<file path="src/rtl/pipe_pkg.sv">
// Shared widths, control-bit positions and small helpers for the
// writeback pipeline stage register.
package pipe_pkg;

    localparam int DW_DEF = 32;
    localparam int CW_DEF = 2;
    localparam int NW_DEF = 5;

    localparam int CTRL_REGWRITE = 0;
    localparam int CTRL_MEMTOREG = 1;

    function automatic logic [1:0] occ_count(input logic a, input logic b);
        return {1'b0, a} + {1'b0, b};
    endfunction

endpackage

</file>
<file path="src/rtl/pipe_entry.sv">
// One stage-register slot: a valid bit plus a payload word, loaded on ld.
// clr drops only the valid bit; reset clears everything.
module pipe_entry
    import pipe_pkg::*;
#(
    parameter int PW = 8
) (
    input  logic          clk,
    input  logic          rst_n,
    input  logic          ld,
    input  logic          clr,
    input  logic [PW-1:0] d,
    output logic          valid,
    output logic [PW-1:0] q
);

    // Slot register: reset > clear > load > hold.
    always_ff @(posedge clk) begin
        if (!rst_n) begin
            valid <= 1'b0;
            q     <= {PW{1'b0}};
        end else if (clr) begin
            valid <= 1'b0;
        end else if (ld) begin
            valid <= 1'b1;
            q     <= d;
        end else begin
            valid <= valid;
            q     <= q;
        end
    end

endmodule

</file>
<file path="src/rtl/pipe_stage_reg.sv">
// Two-entry (main + skid) valid/ready pipeline register carrying control
// bits, read data, ALU result and destination register number.
module pipe_stage_reg
    import pipe_pkg::*;
#(
    parameter int DW = DW_DEF,
    parameter int CW = CW_DEF,
    parameter int NW = NW_DEF
) (
    input  logic          clk,
    input  logic          rst_n,
    input  logic          in_valid,
    output logic          in_ready,
    input  logic [CW-1:0] in_ctrl,
    input  logic [DW-1:0] in_rd,
    input  logic [DW-1:0] in_alu,
    input  logic [NW-1:0] in_wn,
    input  logic          flush,
    output logic          out_valid,
    input  logic          out_ready,
    output logic [CW-1:0] out_ctrl,
    output logic [DW-1:0] out_rd,
    output logic [DW-1:0] out_alu,
    output logic [NW-1:0] out_wn,
    output logic [1:0]    occ
);

    localparam int PW = CW + DW + DW + NW;

    logic [PW-1:0] in_pl;
    logic [PW-1:0] main_d;
    logic [PW-1:0] main_q;
    logic [PW-1:0] skid_q;
    logic          main_v;
    logic          skid_v;
    logic          accept_s;
    logic          release_s;
    logic          main_ld_s;
    logic          main_clr_s;
    logic          skid_ld_s;
    logic          skid_clr_s;

    assign in_pl = {in_ctrl, in_rd, in_alu, in_wn};

    // Handshake decode and per-slot load/clear; flush overrides every move.
    always_comb begin
        accept_s   = in_valid & ~skid_v;
        release_s  = main_v & out_ready;
        main_ld_s  = 1'b0;
        main_clr_s = 1'b0;
        skid_ld_s  = 1'b0;
        skid_clr_s = 1'b0;
        main_d     = in_pl;
        if (flush) begin
            main_clr_s = 1'b1;
            skid_clr_s = 1'b1;
        end else if (release_s && skid_v) begin
            main_ld_s  = 1'b1;
            main_d     = skid_q;
            skid_clr_s = 1'b1;
        end else if (accept_s && (!main_v || release_s)) begin
            main_ld_s  = 1'b1;
        end else if (accept_s) begin
            skid_ld_s  = 1'b1;
        end else if (release_s) begin
            main_clr_s = 1'b1;
        end else begin
            main_ld_s  = 1'b0;
        end
    end

    pipe_entry #(.PW(PW)) u_main (
        .clk   (clk),
        .rst_n (rst_n),
        .ld    (main_ld_s),
        .clr   (main_clr_s),
        .d     (main_d),
        .valid (main_v),
        .q     (main_q)
    );

    pipe_entry #(.PW(PW)) u_skid (
        .clk   (clk),
        .rst_n (rst_n),
        .ld    (skid_ld_s),
        .clr   (skid_clr_s),
        .d     (in_pl),
        .valid (skid_v),
        .q     (skid_q)
    );

    // Bubbles present all-zero control so nothing is ever written back.
    assign out_valid = main_v;
    assign out_ctrl  = main_v ? main_q[PW-1 -: CW] : {CW{1'b0}};
    assign out_rd    = main_q[DW+DW+NW-1 -: DW];
    assign out_alu   = main_q[DW+NW-1 -: DW];
    assign out_wn    = main_q[NW-1:0];
    assign in_ready  = ~skid_v;
    assign occ       = occ_count(main_v, skid_v);

endmodule

</file>
<file path="config.mk">
export PLATFORM = sky130hd
export DESIGN_NAME = pipe_stage_reg
export DESIGN_NICKNAME = d
export VERILOG_FILES = /design/src/rtl/pipe_pkg.sv /design/src/rtl/pipe_entry.sv /design/src/rtl/pipe_stage_reg.sv
export SDC_FILE = /design/constraint.sdc
export NUM_CORES = 1
export LEC_CHECK = 0
export CAP_MARGIN = 30
export CORE_ASPECT_RATIO = 1.75
export CORE_MARGIN = 5
export CORE_UTILIZATION = 53
export DETAILED_ROUTE_END_ITERATION = 6
export PLACE_DENSITY = 0.85
export SYNTH_ARGS = -nofsm -noshare
export SYNTH_HDL_FRONTEND = slang
export SYNTH_SLANG_ARGS = --single-unit
</file>
<file path="constraint.sdc">
create_clock -name clk -period 4.15 [get_ports clk]
set_clock_uncertainty 0.05 [all_clocks]
set_input_delay 0.6225 -clock clk [delete_from_list [all_inputs] [get_ports clk]]
set_output_delay 0.6225 -clock clk [all_outputs]
set_load 0.02 [all_outputs]
</file>
# After elaboration in Yosys (flattened, before gate mapping)
# Cells that the tools add are included.
word_totals:
  wordCells: 36
  input_bits: 76
  latch_bits: 0
  ram_bits: 0
  mem_bits_ro: 0
  output_inout_bits: 75
  memories: 0
  register_bits: 144
classes:
  bitwise_logic: 6
  n_lt_le_gt_ge: 0
  n_shift: 0
  mul: 0
  muxes: 17
  n_reduce_logical: 8
  eq_ne: 0
  addsub: 1
  n_div: 0
op_table:
  columns: ["op", "n"]
  rows:
  - ["$mux W71", 2]
  - ["$mux W1", 14]
  - ["$not A1 Y1", 4]
  - ["$reduce_and A2 Y1", 2]
  - ["$reduce_or A2 Y1", 2]
  - ["$add A1 B1 Y2", 1]
  - ["$and A1 B1 Y1", 2]
  - ["$logic_and A1 B1 Y1", 2]
  - ["$mux W2", 1]
  - ["$logic_not A1 Y1", 1]
  - ["$logic_or A1 B1 Y1", 1]

# Logic depth before layout (Yosys ltp)
depth:
  word_depth: 8
  mapped_depth: 6
  ltp_nobuf: 4

# By module
# From an unflattened synthesis, not the netlist that was laid out.
hier_totals:
  cells_unflattened: 715
  area_unflattened_um2: 6944.2
by_module_without_submodules:
  columns: ["mod", "seq_area_each_um2", "n_inst", "cells_per_inst", "area_each_um2"]
  rows:
  - ["pipe_entry", 1441.4, 2, 312, 2980.4]
  - ["pipe_stage_reg", 0.0, 1, 91, 983.4]

# Least setup slack after synthesis
# Ideal clock, no wire load.
synth_timing:
  kind: "input -> register"
  from: "in flush"
  to: "reg u_skid.q[20]"
  n_path_buf: 2
  arrival_time_ns: 1.614
  slack_ns: 2.364
  required_ns: 3.978
  setup_ns: 0.122
  path_stages: 5
  cell_sequence: "or4_1 -> clkbuf_1 -> clkbuf_1 -> nand2_1 -> a21boi_0"
synth_between:
  elab_chain_cells: 3
  elab_cells_between_ends: 4
  classes_between: "mux: 2; bitwise: 1; reduce/logical: 1"
synth_lines:
  columns: ["item", "line", "source"]
  rows:
  - ["start: declaration", "pipe_stage_reg.sv:18", "input logic flush,"]
  - ["$mux W1", "pipe_stage_reg.sv:54", "if (flush) begin"]
  - ["$not A1 Y1 (no source line)", null, null]
  - ["$reduce_and A2 Y1 (no source line) *", null, null]
  - ["end signal: assignment", "pipe_entry.sv:21", "q <= {PW{1'b0}};"]
  - ["end signal: assignment", "pipe_entry.sv:29", "q <= q;"]
  - ["end: declaration", "pipe_entry.sv:14", "output logic [PW-1:0] q"]
# Every way passes the cells marked *; elsewhere a longest branch is shown, timed or not.
# A chain may end at the register's enable or synchronous reset.

# Worst setup path in the final report
layout_timing:
  from: "in out_ready"
  to: "reg u_main.q[10]"
layout_between:
  elab_chain_cells: 8
  elab_cells_between_ends: 16
  classes_between: "mux: 10; bitwise: 2; reduce/logical: 4"
layout_lines:
  columns: ["item", "line", "source"]
  rows:
  - ["start: declaration", "pipe_stage_reg.sv:20", "input logic out_ready,"]
  - ["$and A1 B1 Y1 *", "pipe_stage_reg.sv:48", "release_s = main_v & out_ready;"]
  - ["$mux W1 / $logic_or A1 B1 Y1 (equally long branches)", "pipe_stage_reg.sv:65, pipe_stage_reg.sv:61", null]
  - ["$mux W1 / $logic_and A1 B1 Y1 (equally long branches)", "pipe_stage_reg.sv:63, pipe_stage_reg.sv:61", null]
  - ["$mux W1", "pipe_stage_reg.sv:61", "end else if (accept_s && (!main_v || release_s)) begin"]
  - ["$mux W1", "pipe_stage_reg.sv:57", "end else if (release_s && skid_v) begin"]
  - ["$mux W1", "pipe_stage_reg.sv:54", null]
  - ["$not A1 Y1 (no source line)", null, null]
  - ["$reduce_and A2 Y1 (no source line)", null, null]
  - ["end signal: assignment", "pipe_entry.sv:21", null]
  - ["end signal: assignment", "pipe_entry.sv:29", null]
  - ["end: declaration", "pipe_entry.sv:14", null]
# Marks and branches as above.

==> results.sh <==
export IMPL_ir_drop_mv=0.310
export IMPL_cts_resized_gates=0
export IMPL_grt_pass1_wl_um=24700
export IMPL_insertion_delay_ns=0.41
export IMPL_ant_nets=0
export IMPL_reg2regPathDepth=5
export IMPL_crit_type="primary input to flop"
export IMPL_whs_endpoint="u_skid.q[45]$_SDFFE_PN0P_"
export IMPL_die_w_um=91.7
export IMPL_dieArea_sq_mm=0.0140
export IMPL_path_max_fanout=43
export IMPL_routed_wl_um=15200
export IMPL_drc=0
export IMPL_die_h_um=153
export IMPL_synth_cell_types=26
export IMPL_gp_congestion=0.754
export IMPL_netlist_instances=790
export IMPL_final_max_slew_viol_count=0
export IMPL_cp_slowest_cell="or3_2"
export IMPL_hp_class="flop to flop"
export IMPL_postCtsHoldBufs=0
export IMPL_max_cap_violations=0
export IMPL_antenna_found_initial=0
export IMPL_rsz0062_at_grt="no"
export IMPL_hold_depth=2
export IMPL_timing_final_crit_share_pct=64.5
export IMPL_syn_mean_instance_area_sq_um=7.83
export IMPL_fill_cells=936
export IMPL_tightest_slew_ns=0.875
export IMPL_syn_cell_area_sq_mm=0.00619
export IMPL_synthFlopType="dfxtp_1"
export IMPL_cts_clk_slew_worst_paths_ns=0.06
export IMPL_htree_levels=4
export IMPL_ff_latch_area_sq_mm=0.00288
export IMPL_dr_first_iter_drc_count=348
export IMPL_first_pass_iters=5
export IMPL_vias_per_cell=5.41
export IMPL_seq_area_frac_synth_pct=46.6
export IMPL_core_sq_mm=0.0115
export IMPL_tns_ns=0
export IMPL_final_nets=915
export IMPL_wl_per_cell_um=15.4
export IMPL_max_stage_delay_ns=0.86
export IMPL_fin_ws_ns=1.47
export IMPL_clockBufferDepth=2
export IMPL_track_usage_pct=21.8
export IMPL_hpwl_um=9200
export IMPL_vias=5328
export IMPL_setup_worst_path_start_class="primary input"
export IMPL_crit_arrival_ns=2.88
export IMPL_post_cts_setup_buffers=0
export IMPL_hold_viol=0
export IMPL_pre_cts_slack_ns=1.07
export IMPL_final_util_pct=67.7
export IMPL_io_pins=151
export IMPL_drive_gt1_share_pct=5.41
export IMPL_fin_crit_ns=2.68
export IMPL_start_util_pct=53.7
export IMPL_clock_fmax_mhz=374
export IMPL_synthArstFlopShare_pct=0
export IMPL_io_buffers=150
export IMPL_max_slew_margin_rel_pct=41.6
export IMPL_path_cells="clkdlybuf4s50_1 > nand2_1 > or3_2 > buf_4 > nand2_1 > a31oi_1"
export IMPL_grt_overflow=0
export IMPL_synth_nets=867
export IMPL_rr_startpoint="u_main.valid$_SDFFE_PP0P_"
export IMPL_setup_violations=0
export IMPL_cp_data_required_time_ns=4.35
export IMPL_reg2reg_to="u_main.q[10]$_SDFFE_PN0P_"
export IMPL_cts_num_sinks=144
export IMPL_multi_input_area_sq_mm=0.00254
export IMPL_hp_start="u_skid.q[45]$_SDFFE_PN0P_"
export IMPL_yosysWarnings=0
export IMPL_root_buffer="clkbuf_16"
export IMPL_synth_seq_cells=144
export IMPL_regToRegSetupSlack_ns=1.66
export IMPL_cpMostUsedCell="nand2_1"
export IMPL_rows=52
export IMPL_outcome="complete, no violations"
export IMPL_grt_start_max_net_pins=89
export IMPL_area_growth_pct=25.9
export IMPL_cts_buffers=17
export IMPL_cts_tree="yes"
export IMPL_p_leak_nw=2.83
export IMPL_power_density_mw_per_mm2=436
export IMPL_end_kind="flop"
export IMPL_grt_pass1_vias=5069
export IMPL_antenna_cells=0
export IMPL_synth_edf_count=0
==> per-stage QoR <==
step	power (mW)	hold WS [ns]	cells	cell area, sq um
2_1_floorplan	1.74	0.385	790	6190
3_3_place_gp	1.88	0.390	953	7160
3_5_place_dp	1.88	0.395	954	7190
4_1_cts	3.43	0.403	985	7790
5_1_grt	3.52	0.420	985	7790
6_report	3.40	0.401	985	7790
==> cell families (layout without fill, tap and decap cells) <==
kind of cell	after synthesis	count (layout)	share of synthesized area [%]
simple gates	296	296	18.5
compound gates	217	217	22.0
flops	144	144	46.6
buf+inv	132	192	12.7
fa+ha+maj	1	1	0.202
==> how the worst max path moves through the flow <==
stage	slack [ns]	to	from
after floorplan	2.36	u_skid.q[20]$_SDFFE_PN0P_	flush
after global placement	1.12	u_main.q[18]$_SDFFE_PN0P_	out_ready
after detailed placement	1.07	u_main.q[10]$_SDFFE_PN0P_	out_ready
after CTS	1.49	u_main.q[10]$_SDFFE_PN0P_	out_ready
after global routing	1.39	u_main.q[10]$_SDFFE_PN0P_	out_ready
final	1.47	u_main.q[10]$_SDFFE_PN0P_	out_ready
==> cell usage in the layout, fill, tap and decap left out <==
cell type        netlist  final
nand2_1              287    287
clkdlybuf4s50_1        0    149
dfxtp_1              144    144
a31oi_1               71     71
o21ai_0               62     62
a21boi_1              38     38
a21boi_0              33     33
clkbuf_16              0     17
o21ai_1               10     10
buf_4                 70      9
clkinv_2               0      3
bufinv_16              0      3
clkinvlp_4             0      3
and2_1                 2      2
inv_1                  2      2
inv_6                  0      2
clkinv_4               0      2
or2_1                  1      1
nor2_1                 1      1
a211oi_4               0      1
nor3_4                 0      1
or3_2                  0      1
nor4_4                 0      1
or4_2                  0      1
nand2b_1               1      1
a21oi_1                1      1
a221oi_1               1      1
ha_1                   1      1
clkbuf_8               0      1
buf_16                 0      1
==> final cells by class <==
type	instances	share of cell area (%)
clock buffers	18	5.64
clock inverters	13	2.09
inverters	2	0.0964
multi-input cells	514	32.6
flip-flops and latches	144	37.0
well taps	135	2.17
repair buffers	159	20.4
==> worst max-delay path, delay by kind of cell <==
| family | cells | cell delay, ns |
|---|---|---|
| AO/OA/AOI/OAI | 1 | 0.10 |
| buffers and inverters | 2 | 0.98 |
| AND/OR/NAND/NOR | 3 | 1.16 |
==> Yosys cell counts, types with 2 or more instances <==
cell      count  share of area [%]
nand2_1     287                 17
dfxtp_1     144                 47
a31oi_1      71                7.2
buf_4        70                8.5
o21ai_0      62                5.0
clkbuf_1     42                2.5
a21boi_1     38                4.6
a21boi_0     33                4.0
buf_2        15                1.2
o21ai_1      10               0.81
and2_1        2               0.20
inv_1         2               0.12
==> flip-flops by register name, indices dropped and copies added, names as in the netlist <==
| register | flops |
|---|---|
| u_main.q | 71 |
| u_main.valid | 1 |
| u_skid.q | 71 |
| u_skid.valid | 1 |
==> per-layer routing <==
metal / track usage, % / share of wire [%] / vias up
met3: 5.95 / 5.4 / 21
met2: 37.5 / 53 / 166
li1: - / - / 2657
met4: 8.56 / 2.3 / 0
met1: 25.4 / 40 / 2484
met5: 0 / 0 / -
==> where the power goes <==
part           leakage, nW  switching [mW]  internal, mW  total (mW)
Sequential            1.17          0.0318          1.44        1.47
Clock                0.289           0.586         0.959        1.55
Combinational         1.37           0.188         0.194       0.382
(Power assumes the default switching activity.)
